--- src/rtl/vec_add.sv ---
// vec_add: streaming element-wise binary32 adder, c[i] = a[i] + b[i], run as an
// ap_start/ap_done kernel over FIFO-style token streams (bit 32 of a token = EoT).
// Build option: define VEC_ADD_SUBNORM_EN for gradual underflow; otherwise
// subnormal inputs and results are flushed to signed zero.
module vec_add (
    input  logic        ap_clk,
    input  logic        ap_rst,
    input  logic        ap_start,
    output logic        ap_done,
    output logic        ap_idle,
    output logic        ap_ready,
    input  logic [32:0] a_s_dout,
    input  logic        a_s_empty_n,
    output logic        a_s_read,
    input  logic [32:0] b_s_dout,
    input  logic        b_s_empty_n,
    output logic        b_s_read,
    output logic [32:0] c_din,
    input  logic        c_full_n,
    output logic        c_write,
    input  logic [63:0] n
);

    localparam int unsigned DATA_W = 32;
    localparam int unsigned TOK_W  = DATA_W + 1;
    localparam int unsigned N_W    = 64;
    localparam logic [DATA_W-1:0] QNAN = 32'h7FC0_0000;

    typedef enum logic [1:0] {
        S_IDLE = 2'd0,
        S_RUN  = 2'd1,
        S_DONE = 2'd2
    } state_t;

    state_t           state_q;
    logic [N_W-1:0]   n_q;
    logic             fire;
    logic             eot;
    logic             unused_n;

    // Leading-zero count of a 27-bit value, MSB first (27 when zero).
    function automatic logic [4:0] lzc27(input logic [26:0] v);
        logic [4:0] cnt;
        logic       found;
        cnt   = 5'd0;
        found = 1'b0;
        for (int i = 26; i >= 0; i--) begin
            if (!found) begin
                if (v[i]) found = 1'b1;
                else      cnt   = cnt + 5'd1;
            end
        end
        return cnt;
    endfunction

    // binary32 add, round-to-nearest-even; 27-bit magnitudes carry hidden bit at [26] and G/R/S at [2:0].
    function automatic logic [DATA_W-1:0] fadd(input logic [DATA_W-1:0] a,
                                               input logic [DATA_W-1:0] b);
        logic        sa, sb, sx, sy;
        logic        a_nan, b_nan, a_inf, b_inf;
        logic        rnd, flush;
        logic [7:0]  ea, eb, ex, ey, d;
        logic [23:0] ma, mb, mx, my;
        logic [53:0] sh;
        logic [26:0] xa, ya, m;
        logic [27:0] sum;
        logic [4:0]  lz;
        logic [9:0]  e;
        logic [24:0] rounded;
        logic [DATA_W-1:0] res;
`ifdef VEC_ADD_SUBNORM_EN
        logic [4:0]  shamt;
`endif
        sa    = a[31];
        sb    = b[31];
        ea    = a[30:23];
        eb    = b[30:23];
        a_nan = (ea == 8'hFF) && (a[22:0] != 23'd0);
        b_nan = (eb == 8'hFF) && (b[22:0] != 23'd0);
        a_inf = (ea == 8'hFF) && (a[22:0] == 23'd0);
        b_inf = (eb == 8'hFF) && (b[22:0] == 23'd0);
        flush = 1'b0;
        res   = '0;
`ifdef VEC_ADD_SUBNORM_EN
        // Subnormals: hidden bit 0 at exponent 1.
        ma = {(ea != 8'd0), a[22:0]};
        mb = {(eb != 8'd0), b[22:0]};
        if (ea == 8'd0) ea = 8'd1;
        if (eb == 8'd0) eb = 8'd1;
`else
        // Subnormal inputs collapse to signed zero.
        ma = (ea == 8'd0) ? 24'd0 : {1'b1, a[22:0]};
        mb = (eb == 8'd0) ? 24'd0 : {1'b1, b[22:0]};
`endif
        if (a_nan || b_nan || (a_inf && b_inf && (sa != sb))) begin
            res = QNAN;
        end else if (a_inf) begin
            res = {sa, 8'hFF, 23'd0};
        end else if (b_inf) begin
            res = {sb, 8'hFF, 23'd0};
        end else begin
            // Order operands so x has the larger magnitude.
            if ({ea, ma} >= {eb, mb}) begin
                sx = sa; ex = ea; mx = ma;
                sy = sb; ey = eb; my = mb;
            end else begin
                sx = sb; ex = eb; mx = mb;
                sy = sa; ey = ea; my = ma;
            end
            d = ex - ey;
            if (d > 8'd27) d = 8'd27;
            sh = {my, 3'b000, 27'd0} >> d;
            xa = {mx, 3'b000};
            ya = {sh[53:28], sh[27] | (|sh[26:0])};
            if (sx == sy) sum = {1'b0, xa} + {1'b0, ya};
            else          sum = {1'b0, xa} - {1'b0, ya};
            e  = {2'b00, ex};
            lz = 5'd0;
            if (sum == 28'd0) begin
                // Only equal-sign negative zeros keep the minus sign.
                res = {sa & sb, 31'd0};
            end else begin
                if (sum[27]) begin
                    m = {sum[27:2], sum[1] | sum[0]};
                    e = e + 10'd1;
                end else begin
                    m  = sum[26:0];
                    lz = lzc27(m);
`ifdef VEC_ADD_SUBNORM_EN
                    // Stop normalising at exponent 1; what remains is subnormal.
                    shamt = (10'(lz) < (e - 10'd1)) ? lz : 5'(e - 10'd1);
                    m = m << shamt;
                    e = e - 10'(shamt);
`else
                    if (10'(lz) >= e) flush = 1'b1;
                    m = m << lz;
                    e = e - 10'(lz);
`endif
                end
                rnd     = m[2] & (m[1] | m[0] | m[3]);
                rounded = {1'b0, m[26:3]} + 25'(rnd);
                if (rounded[24]) begin
                    rounded = {1'b0, rounded[24:1]};
                    e       = e + 10'd1;
                end
                if (flush)
                    res = {sx, 31'd0};
                else if (e >= 10'd255)
                    res = {sx, 8'hFF, 23'd0};
                else
                    res = {sx, (rounded[23] ? e[7:0] : 8'd0), rounded[22:0]};
            end
        end
        return res;
    endfunction

    assign eot  = a_s_dout[32] | b_s_dout[32];
    assign fire = !ap_rst && (state_q == S_RUN) && a_s_empty_n && b_s_empty_n && c_full_n;

    assign a_s_read = fire;
    assign b_s_read = fire;
    assign c_write  = fire;

    assign ap_idle  = (state_q == S_IDLE) || ap_rst;
    assign ap_done  = (state_q == S_DONE) && !ap_rst;
    assign ap_ready = ap_done;

    // Element count is latched for visibility only; it never steers the run.
    assign unused_n = ^n_q;

    // Kernel control: IDLE -> RUN on start, RUN -> DONE on forwarding EoT, DONE -> IDLE.
    always_ff @(posedge ap_clk) begin
        if (ap_rst) begin
            state_q <= S_IDLE;
            n_q     <= '0;
        end else begin
            case (state_q)
                S_IDLE: begin
                    if (ap_start) begin
                        state_q <= S_RUN;
                        n_q     <= n;
                    end
                end
                S_RUN: begin
                    if (fire && eot) state_q <= S_DONE;
                end
                S_DONE:  state_q <= S_IDLE;
                default: state_q <= S_IDLE;
            endcase
        end
    end

    // Output token: zero-latency sum, or a bare EoT marker when either head ends the transfer.
    always_comb begin
        c_din = '0;
        if (!ap_rst) begin
            if (eot) c_din = {1'b1, 32'd0};
            else     c_din = TOK_W'({1'b0, fadd(a_s_dout[31:0], b_s_dout[31:0])});
        end
    end

endmodule

--- config.mk ---
export PLATFORM = sky130hd
export DESIGN_NAME = vec_add
export DESIGN_NICKNAME = d
export VERILOG_FILES = /design/src/rtl/vec_add.sv
export SDC_FILE = /design/constraint.sdc
export NUM_CORES = 1
export LEC_CHECK = 0
export ABC_AREA = 1
export CELL_PAD_IN_SITES_DETAIL_PLACEMENT = 2
export CELL_PAD_IN_SITES_GLOBAL_PLACEMENT = 2
export CORE_ASPECT_RATIO = 0.6
export CORE_MARGIN = 2
export CORE_UTILIZATION = 31
export CTS_CLUSTER_DIAMETER = 30
export DETAILED_ROUTE_END_ITERATION = 16
export PLACE_DENSITY_LB_ADDON = 0.1
export SETUP_SLACK_MARGIN = 0.5
export SYNTH_ARGS = -nofsm -noshare
export SYNTH_HDL_FRONTEND = slang
export SYNTH_SLANG_ARGS = --single-unit
export TNS_END_PERCENT = 100
--- constraint.sdc ---
create_clock -name ap_clk -period 59.2 [get_ports ap_clk]
set_clock_uncertainty 0.05 [all_clocks]
set_input_delay 11.84 -clock ap_clk [delete_from_list [all_inputs] [get_ports ap_clk]]
set_output_delay 11.84 -clock ap_clk [all_outputs]
set_load 0.1 [all_outputs]
# Yosys cells after proc, flatten, opt, wreduce, memory -nomap -nowiden
# Cells that the tools add are included.
[word_totals]
output_inout_bits = 39
inputBits = 136
reg_bits = 2
wordCells = 654
[classes]
reduce_logical = 26
n_eq_ne = 8
magnitude_cmp = 4
shift = 2
n_bitwise = 7
mux = 573
n_addsub = 33
[ops]
columns = ["op", "n"]
rows = [
  ["5-bit 2-to-1 mux", 241],
  ["24-bit 2-to-1 mux", 21],
  ["1-bit 2-to-1 mux", 254],
  ["27-bit 2-to-1 mux", 7],
  ["28-bit 2-to-1 mux", 6],
  ["8-bit 2-to-1 mux", 19],
  ["10-bit 2-to-1 mux", 14],
  ["5-bit by 1-bit adder with 5-bit output, second input constant", 26],
  ["32-bit 2-to-1 mux", 4],
  ["33-bit 2-to-1 mux", 2],
  ["31-bit 2-to-1 mux", 2],
  ["54-bit by 8-bit >> shifter with 54-bit output", 1],
  ["23-bit logical NOT", 2],
  ["23-bit nonzero test", 2],
  ["32-bit greater-or-equal comparator", 1],
  ["27-bit by 27-bit adder with 28-bit output", 1],
  ["28-bit logical NOT", 1],
  ["27-bit by 27-bit subtractor with 28-bit output", 1],
  ["27-bit OR reduction", 1],
  ["27-bit by 5-bit << shifter with 27-bit output", 1],
  ["24-bit by 1-bit adder with 25-bit output", 1],
  ["8-bit equality test, second input constant", 2],
  ["8-bit logical NOT", 2],
  ["1-bit logical AND", 12],
  ["21 further kinds", 29],
]

# Depth between registers and ports, before layout
[logic_depth]
word_depth = 323
mapped_depth = 171
mapped_depth_nobuf = 166

# Worst setup path after synthesis
# Ideal clock, no wire load.
[synth_path]
kind = "input to output"
start = "input port a_s_dout[30]"
end = "output port c_din[10]"
required_ns = 47.310
arrival_time_ns = 32.392
path_stages = 152
slack_ns = 14.918
path_buffers = 4
path_cell_list = "inv_1 nand4_1 nor2_1 clkinv_1 nand2_1 inv_1 ha_1 nand2_1 inv_2 nand2_1 nand2_1 nand2_1 nand2_1 a21oi_4 nand2_4 nand2_1 nand3_1 ha_1 (+116 left out) inv_1 o31ai_1 a21o_1 a21oi_1 o21ai_0 xor2_1 nor2_1 nand3_1 xor2_1 nand3_1 nand2_1 inv_1 nand2_1 nor2_1 nand2_2 nand2_2 buf_6 a211oi_1"
[synth_between]
elab_chain_cells = 323
word_cells_on_any_way = 623
cone_classes = "add/sub: 33; order compare: 4; eq/ne: 2; shift: 2; mux: 568; bitwise: 5; reduce/logical: 9"
[synth_rtl]
columns = ["item", "line", "source"]
rows = [
  ["start, declared", "12", "input logic [32:0] a_s_dout,"],
  ["8-bit logical NOT", "92", "ma = (ea == 8'd0) ? 24'd0 : {1'b1, a[22:0]};"],
  ["24-bit 2-to-1 mux", "92", ""],
  ["32-bit greater-or-equal comparator", "103", "if ({ea, ma} >= {eb, mb}) begin"],
  ["8-bit 2-to-1 mux", "103", ""],
  ["8-bit 2-to-1 mux", "99", "end else if (b_inf) begin"],
  ["8-bit 2-to-1 mux", "97", "end else if (a_inf) begin"],
  ["8-bit 2-to-1 mux", "95", "if (a_nan || b_nan || (a_inf && b_inf && (sa != sb))) begin"],
  ["8-bit 2-to-1 mux", "197", "if (eot) c_din = {1'b1, 32'd0};"],
  ["(+307 left out)", "--", ""],
  ["31-bit 2-to-1 mux", "148", "else if (e >= 10'd255)"],
  ["31-bit 2-to-1 mux", "146", "if (flush)"],
  ["32-bit 2-to-1 mux", "119", "if (sum == 28'd0) begin"],
  ["32-bit 2-to-1 mux", "99", ""],
  ["32-bit 2-to-1 mux", "97", ""],
  ["32-bit 2-to-1 mux *", "95", ""],
  ["33-bit 2-to-1 mux *", "197", ""],
  ["33-bit 2-to-1 mux *", "196", "if (!ap_rst) begin"],
  ["end, declared", "18", "output logic [32:0] c_din,"],
]
# Every way passes the cells marked *; elsewhere a longest branch is shown, timed or not. The select of a mux whose other input is x is not followed.

# Worst setup path in the final report
[layout_path]
start = "input port a_s_dout[23]"
end = "output port c_din[2]"
# The elaborated chain is that of the path after synthesis.

==> out/metrics.csv <==
metric,value,unit
max-slew violation count,0,
Final Hold Vio Count,0,
Tmin final,52530,ps
Max-Cap Viols,0,
HP Class,reg -> reg,
FF/Latch Area,40.0,um2
final setup TNS,0,ps
"area leader, netlist",nand2_1,
Critical Path Sink Type,output port,
Worst path slowest cell,clkdlybuf4s50_1,
largest register by flop count,state_q,
YS warnings,0,
final hold slack,470,ps
Clock Tree Root,clkbuf_16,
number of synthesized flops with an enable pin,0,
"slowest stage delay, CP",1200,ps
Max Fclk,19.0,MHz
Crit Path Category,in -> out,
Peak VDD IR,0.0000162,V
Clock H-tree levels,1,
clk slew on worst S/H paths,30,ps
Placer Congestion,0.953,
largest net degree at the start of global routing,63,
ANT nets after route,0,
Largest register FFs,2,
RSZ-0062 raised after global routing,false,
post-CTS sizing,0,
critical-path maximum fanout,62,
synth unique cells,70,
Total GRT Usage,29.6,%
Die W,275,um
"commonest cells after routing, fill and taps aside","nand2_1 (829), inv_1 (360), nand3_1 (358), nor2_1 (215), o21ai_0 (132)",
DP Wirelength,60.0,mm
Final WS setup,6670,ps
area of the multi-input gates,11600,um2
Synth Flop Type,dfxtp_1,
Layout Nets,2959,
num rows,59,
die area,45900,um2
Core ar.,43500,um2
Inserted Clock Buffers,3,
fin crit share,88.7,%
Critical Path AT,40640,ps
post-route DRC violation count,0,
#FFs+latches synth,2,
Worst Path Required,47310,ps
CTS tree,yes,
Synth top area share,22.7,%
"commonest non-fill, non-tap cell in the layout",nand2_1,
1st-iter DRT viols,1360,
asr flop ratio synth,0,%
Rel. slew slack,18.6,%
CTS sink count,2,
Routed Wire Length,69.0,mm
"Clk Latency, worst-skew pair",220,ps
Via Count,18101,
PortBufs,110,
initial antenna violation count,0,
# Post-CTS Setup Buffers,0,
first drt pass iteration count,5,
final setup vio count,0,
starting density of the core,31.5,%
pre-CTS WS,7320,ps
PD cells,28.1,nW/um2
Synth Instances,2671,
Area growth syn-to-layout,10.7,%
most frequent CP cell,nand2_1,
Die Height,167,um
Mapped Area,13700,um2
total I/O pin count,175,
drt wl/cell,21.0,um
status,"complete, no violations",
Fillers,5853,
first-pass GRT wire length,108,mm
Worst Tran Pin Value,1210,ps
top post-synthesis cells by area,"nand2_1 (23%), nand3_1 (13%), ha_1 (11%)",
sequential cell area fraction in the yosys report,0.293,%
startpoint types,primary input,
GRT overflow,0,
fraction of layout cells with a size suffix above 1,5.99,%
Via density,5.51,
Mean Syn Cell Area,5.12,um2
# hold bufs at CTS,0,
CTS Buffer Depth,2,
largest registers,state_q x2,
leakage power,0.00826,uW
vias in the first global route,18724,
post-synth net total,2925,
## synth_stat cells, drive strengths merged (15+ instances only)
| cell type | instances |
|---|---|
| nor3 | 37 |
| nand2 | 861 |
| ha | 116 |
| o21ai | 153 |
| xor2 | 45 |
| inv | 397 |
| clkbuf | 31 |
| a22oi | 22 |
| a21oi | 107 |
| nor2 | 242 |
| clkinv | 15 |
| nand4 | 64 |
| nor4 | 16 |
| buf | 63 |
| nand3 | 377 |
## metrics by stage
stage / util, % / std cells / area (um2) / power, uW
after floorplan: - / 2671 / 13700 / 276
final: 34.8 / 3283 / 15100 / 425
after global placement: 34.7 / 3279 / 15100 / 386
after global routing: 34.8 / 3282 / 15100 / 466
after CTS: 34.8 / 3282 / 15100 / 416
after detailed placement: 34.7 / 3279 / 15100 / 403
## report_power, final
group,internal [uW],switching (uW),total (uW)
logic,110,304,414
registers,1.46,0.101,1.56
clock network,8.59,1.53,10.1
## metal layers
layer	vias to the layer above	track usage, %	share of wire [%]
met5	-	0	0
met3	24	6.78	8.3
li1	8794	-	-
met4	0	1.86	0.59
met2	440	41.1	38
met1	8843	46.9	54
## cells by family after synthesis
logic type               count (synthesis)  synth area share (%)
buffers and inverters                  506                  15.3
flip-flops                               2                 0.293
adder cells (fa/ha/maj)                118                  10.9
XOR/XNOR                                54                  3.46
AO/OA/AOI/OAI                          369                  16.2
multiplexers                             2                 0.146
AND/OR/NAND/NOR                       1620                  53.8
## final timing paths
path / cells after the start / startpoint / endpoint / slack [ps]
setup reg to reg: 4 / state_q[1] / state_q[0] / 58130
hold reg to reg: 1 / state_q[1] / state_q[0] / 470
hold / removal: 1 / state_q[1] / state_q[0] / 470
setup / recovery: 148 / a_s_dout[23] / c_din[2] / 6670
## area by class of cell
class / instances / share of cell area, %
clock buffers: 3 / 0.496
well taps: 579 / 4.78
flip-flops and latches: 2 / 0.264
multi-input cells: 2163 / 76.3
inverters: 412 / 10.3
diodes: 1 / 0.0165
repair buffers: 123 / 7.91
## worst max-delay path: cells and delay by family
kind	cells	cell delay, ps
XOR/XNOR	1	150
buffers and inverters	24	6280
AO/OA/AOI/OAI	37	7500
adder cells (fa/ha/maj)	15	4200
AND/OR/NAND/NOR	71	10530
(Power assumes the default switching activity.)
==> edit 1 (same settings) <==
The option `VEC_ADD_SUBNORM_EN` is turned on by a define.
--- a/src/rtl/vec_add.sv
+++ b/src/rtl/vec_add.sv
@@ -4,2 +4,4 @@
 // subnormal inputs and results are flushed to signed zero.
+`define VEC_ADD_SUBNORM_EN
+
 module vec_add (
Check against the original RTL: not equivalent (a bounded check fails within 4 cycles, from zero or initial values and one cycle with ap_rst high).
==> edit 1 against the unedited design <==
Cell area rose by 0.83%. Fmax fell by 0.29%. Global-route usage fell by 1.2 points. Routed wire length fell by 2.2%. Highest routed layer is now met5. Worst setup slack got worse by 150 ps. Combinational power rose by 4%. Sequential cell count did not move. Largest cell class unchanged. Die area rose by 2.6%. Total power rose by 3.9%. Area after synthesis rose by 2.6%. Core utilization fell by 0.70 points.
==> edit 1: results (changes against the unedited design) <==
[placement]
place_inst=3304  ; +0.76%
gp_congestion=0.927  ; -2.7%
pre_cts_ws_ps=6640  ; -684 ps
dp_hpwl_um=59200  ; -1.4%

[logic_synthesis]
synth.area.mux_share=0.000713  ; -0.000750
avgSynthCellArea_um2=5.23  ; +2.1%
synthAdderAreaFrac=0.112  ; +0.00258
syn-num-nets=2944  ; +0.65%
synth-seq-area-share=0.00285  ; -0.0000743
synth-compound-area-share=0.148  ; -0.0136
synthTopCellsByArea=nand2_1 22%, nand3_1 13%, ha_1 11%, inv_1 10%, nor2_1 5.5%

[drt]
drt-met1-wl_um=36900  ; about the same
drtIter0Drc=1400  ; +2.9%
drt_wl_total_um=67500  ; -2.2%

[sta]
slew-limit-headroom=0.208  ; +0.0214

[grt]
grtUsageMet1=0.458  ; -0.0106
antenna_found_initial=6  ; +6

[power]
peakVddDrop_mv=0.0151  ; -6.3%
p_per_area_nw_per_um2=28.9  ; +3.1%

[worst_hold_path]
min_from=state_q[0]

[run_status]
status=complete, no violations

[critical_path]
worst_r2r_path_depth=6  ; +2
rrSetupSlack_ps=57810  ; -320 ps
rr_startpoint=state_q[0]

[cells_and_area]
nets=2980  ; +0.71%

==> edit 1: changes by cell type in the layout (fill, tap and decap cells not counted), sizes merged, moves of 11 or more <==
cell / delta
nand2: +19
a21oi: -11
xor2: +21
inv: +15
nand4: +14
o21ai: +33
clkinv: -12
a22oi: -20
nand3: -19
==> edit 1: area by class of cell <==
class	count	area (µm²)	share of cell area
inverter	415	1570	0.102
clock buffer	3	75.1	0.00491
tap	589	737	0.0482
multi-input combinational	2170	11600	0.761
antenna	2	5.00	0.000328
timing repair buffer	128	1240	0.0809
sequential	2	40.0	0.00262
==> edit 1: critical path: cells and delay by family <==
kind | cells | cell delay (ps)
AO/OA/AOI/OAI | 34 | 5850
adder cells (fa/ha/maj) | 19 | 5650
buffers and inverters | 26 | 5060
AND/OR/NAND/NOR | 85 | 11470
XOR/XNOR | 3 | 630
multiplexers | 1 | 170
==> edit 2 (same settings) <==
Without the edit above. Reset style: asynchronous (`ap_rst`), changed in one clocked block.
--- a/src/rtl/vec_add.sv
+++ b/src/rtl/vec_add.sv
@@ -171,3 +171,3 @@
     // Kernel control: IDLE -> RUN on start, RUN -> DONE on forwarding EoT, DONE -> IDLE.
-    always_ff @(posedge ap_clk) begin
+    always_ff @(posedge ap_clk or posedge ap_rst) begin
         if (ap_rst) begin
Check against the original RTL: not settled (the Yosys comparison gave no result); the edit may change what the design does.
==> edit 2 against the unedited design <==
Sequential cell count is the same. Total power shrank 0.76%. Synthesized cell count grew 0.30%. Cell area grew 1.5%. Worst hold slack gained 110 ps. Routed wire length shrank 0.24%. Via count grew 1.0%. Worst setup slack gained 700 ps. Die area grew 1.3%. Global-route usage shrank 0.69 points. Area after synthesis grew 1.3%. First-iteration DRC count shrank 4.7%.
==> edit 2: results (changes against the unedited design) <==
[placement]
portBuffers=110  ; unchanged
gp_congestion=0.954  ; about the same
dp_hpwl_um=60100  ; +0.17%
place_inst=3292  ; +0.40%
pre_cts_ws_ps=7690  ; +368 ps
place_area_um2=15300  ; +1.5%

[logic_synthesis]
ys.flop_type=dfrtp_1
synthTopCellsByArea=nand2_1 22%, nand3_1 13%, ha_1 10%, inv_1 9.8%, nor2_1 6.1%
synth_commonest_cells=823 x nand2_1, 363 x inv_1, 347 x nand3_1
syn-num-nets=2933  ; +0.27%
yosys.cell_types.count=66  ; -5.7%
synthArstFlopShare=1.00  ; +1.00
synth_warnings=0  ; unchanged
synth-seq-area-share=0.00361  ; +0.000684
avgSynthCellArea_um2=5.18  ; +1.0%

[drt]
drtPass1Iterations=5  ; unchanged
drt_wl_total_um=68800  ; -0.24%
wl_per_cell_um=20.9  ; -0.64%
dr_total_vias=18300  ; +1.0%
drtIter0Drc=1296  ; -4.7%

[sta]
tightest_slew_ps=1290  ; +77.2 ps

[critical_path]
critical-path-top-delay-family=simple AND/OR/NAND/NOR gates
crit_path_max_incr_delay_ps=1200  ; about the same
arrival_ps=39940  ; -700 ps
slowest_stage=clkdlybuf4s50_1
path_max_fanout=54  ; -13%

[clocking]
cts-resized-gates=0  ; unchanged
path_clk_slew_ps=30  ; about the same
clock_latency_ps=220  ; about the same
cts_made_buffers=3  ; unchanged
h-tree-depth=1  ; unchanged
cts.path.max_buffers=2  ; unchanged
cts_root_buf=clkbuf_16
cts_setup_buffers=0  ; unchanged

[grt]
grt_pass1_vias=18900  ; +0.83%
grt_pass1_wl_um=108000  ; -0.39%
grt_max_degree=55  ; -13%
grt_util_all_layers=0.289  ; -0.00688
antenna_found_initial=1  ; +1

[cells_and_area]
nFillCells=5824  ; -0.50%
final_layout_size_suffix_gt1_frac=0.0615  ; +0.00155
nets=2972  ; +0.44%
reg.largest.list=state_q: 2 flops
area_delta_synth_final_pct=10.9

[power]
peakVddDrop_mv=0.0234  ; +45%
p_leak_nw=8.31  ; +0.55%
power.share.sequential=0.005
p_sw_mw=0.302  ; -1.0%
comb-power_mw=0.410  ; -1%
power_mw=0.422  ; -0.76%

[run_status]
status=complete, no violations

[worst_hold_path]
hold_path_class=reg -> reg

edit 2: changes by cell type after synthesis, moves of 8 or more:
cell | before | now
nand4_1 | 64 | 89
a211oi_2 | 5 | 18
o21ai_0 | 132 | 120
nand3_1 | 358 | 347
nor2_1 | 215 | 226
o21a_1 | 8 | 19
nand3_2 | 17 | 8
o21ai_1 | 17 | 25
edit 2: per-layer routing:
| metal | routed length [µm] | vias up | track usage |
|---|---|---|---|
| li1 | - | 8843 | - |
| met1 | 36600 | 8995 | 0.448 |
| met2 | 26300 | 431 | 0.412 |
| met3 | 5630 | 17 | 0.0690 |
| met4 | 311 | 0 | 0.0191 |
| met5 | 0 | - | 0 |
edit 2: kinds of logic (layout without fill, tap and decap cells):
group,count (synthesis),after routing,share of synthesized area
other cells,0,1,0
mux,2,2,0.00144
xor+xnor,61,61,0.0385
compound gates,363,363,0.162
fa+ha+maj,118,118,0.108
simple gates,1633,1633,0.539
flops,2,2,0.00361
buf+inv,500,537,0.148
edit 2: worst paths after layout:
path                       depth (start not counted)  slack [ps]          to    startpoint
min in group asynchronous                          2       11830  state_q[0]        ap_rst
max reg2reg                                        5       58030  state_q[0]    state_q[0]
min reg2reg                                        3         580  state_q[0]    state_q[1]
min                                                3         580  state_q[0]    state_q[1]
max in group asynchronous                          2       47120  state_q[1]        ap_rst
max                                              149        7370    c_din[2]  b_s_dout[28]
edit 2: cell type report:
type                            count  area share
Multi-Input combinational cell   2177       0.765
Clock buffer                        3     0.00488
Tap cell                          579      0.0471
Timing Repair Buffer              127      0.0799
Inverter                          407      0.0997
Antenna cell                        1    0.000163
Sequential cell                     2     0.00326
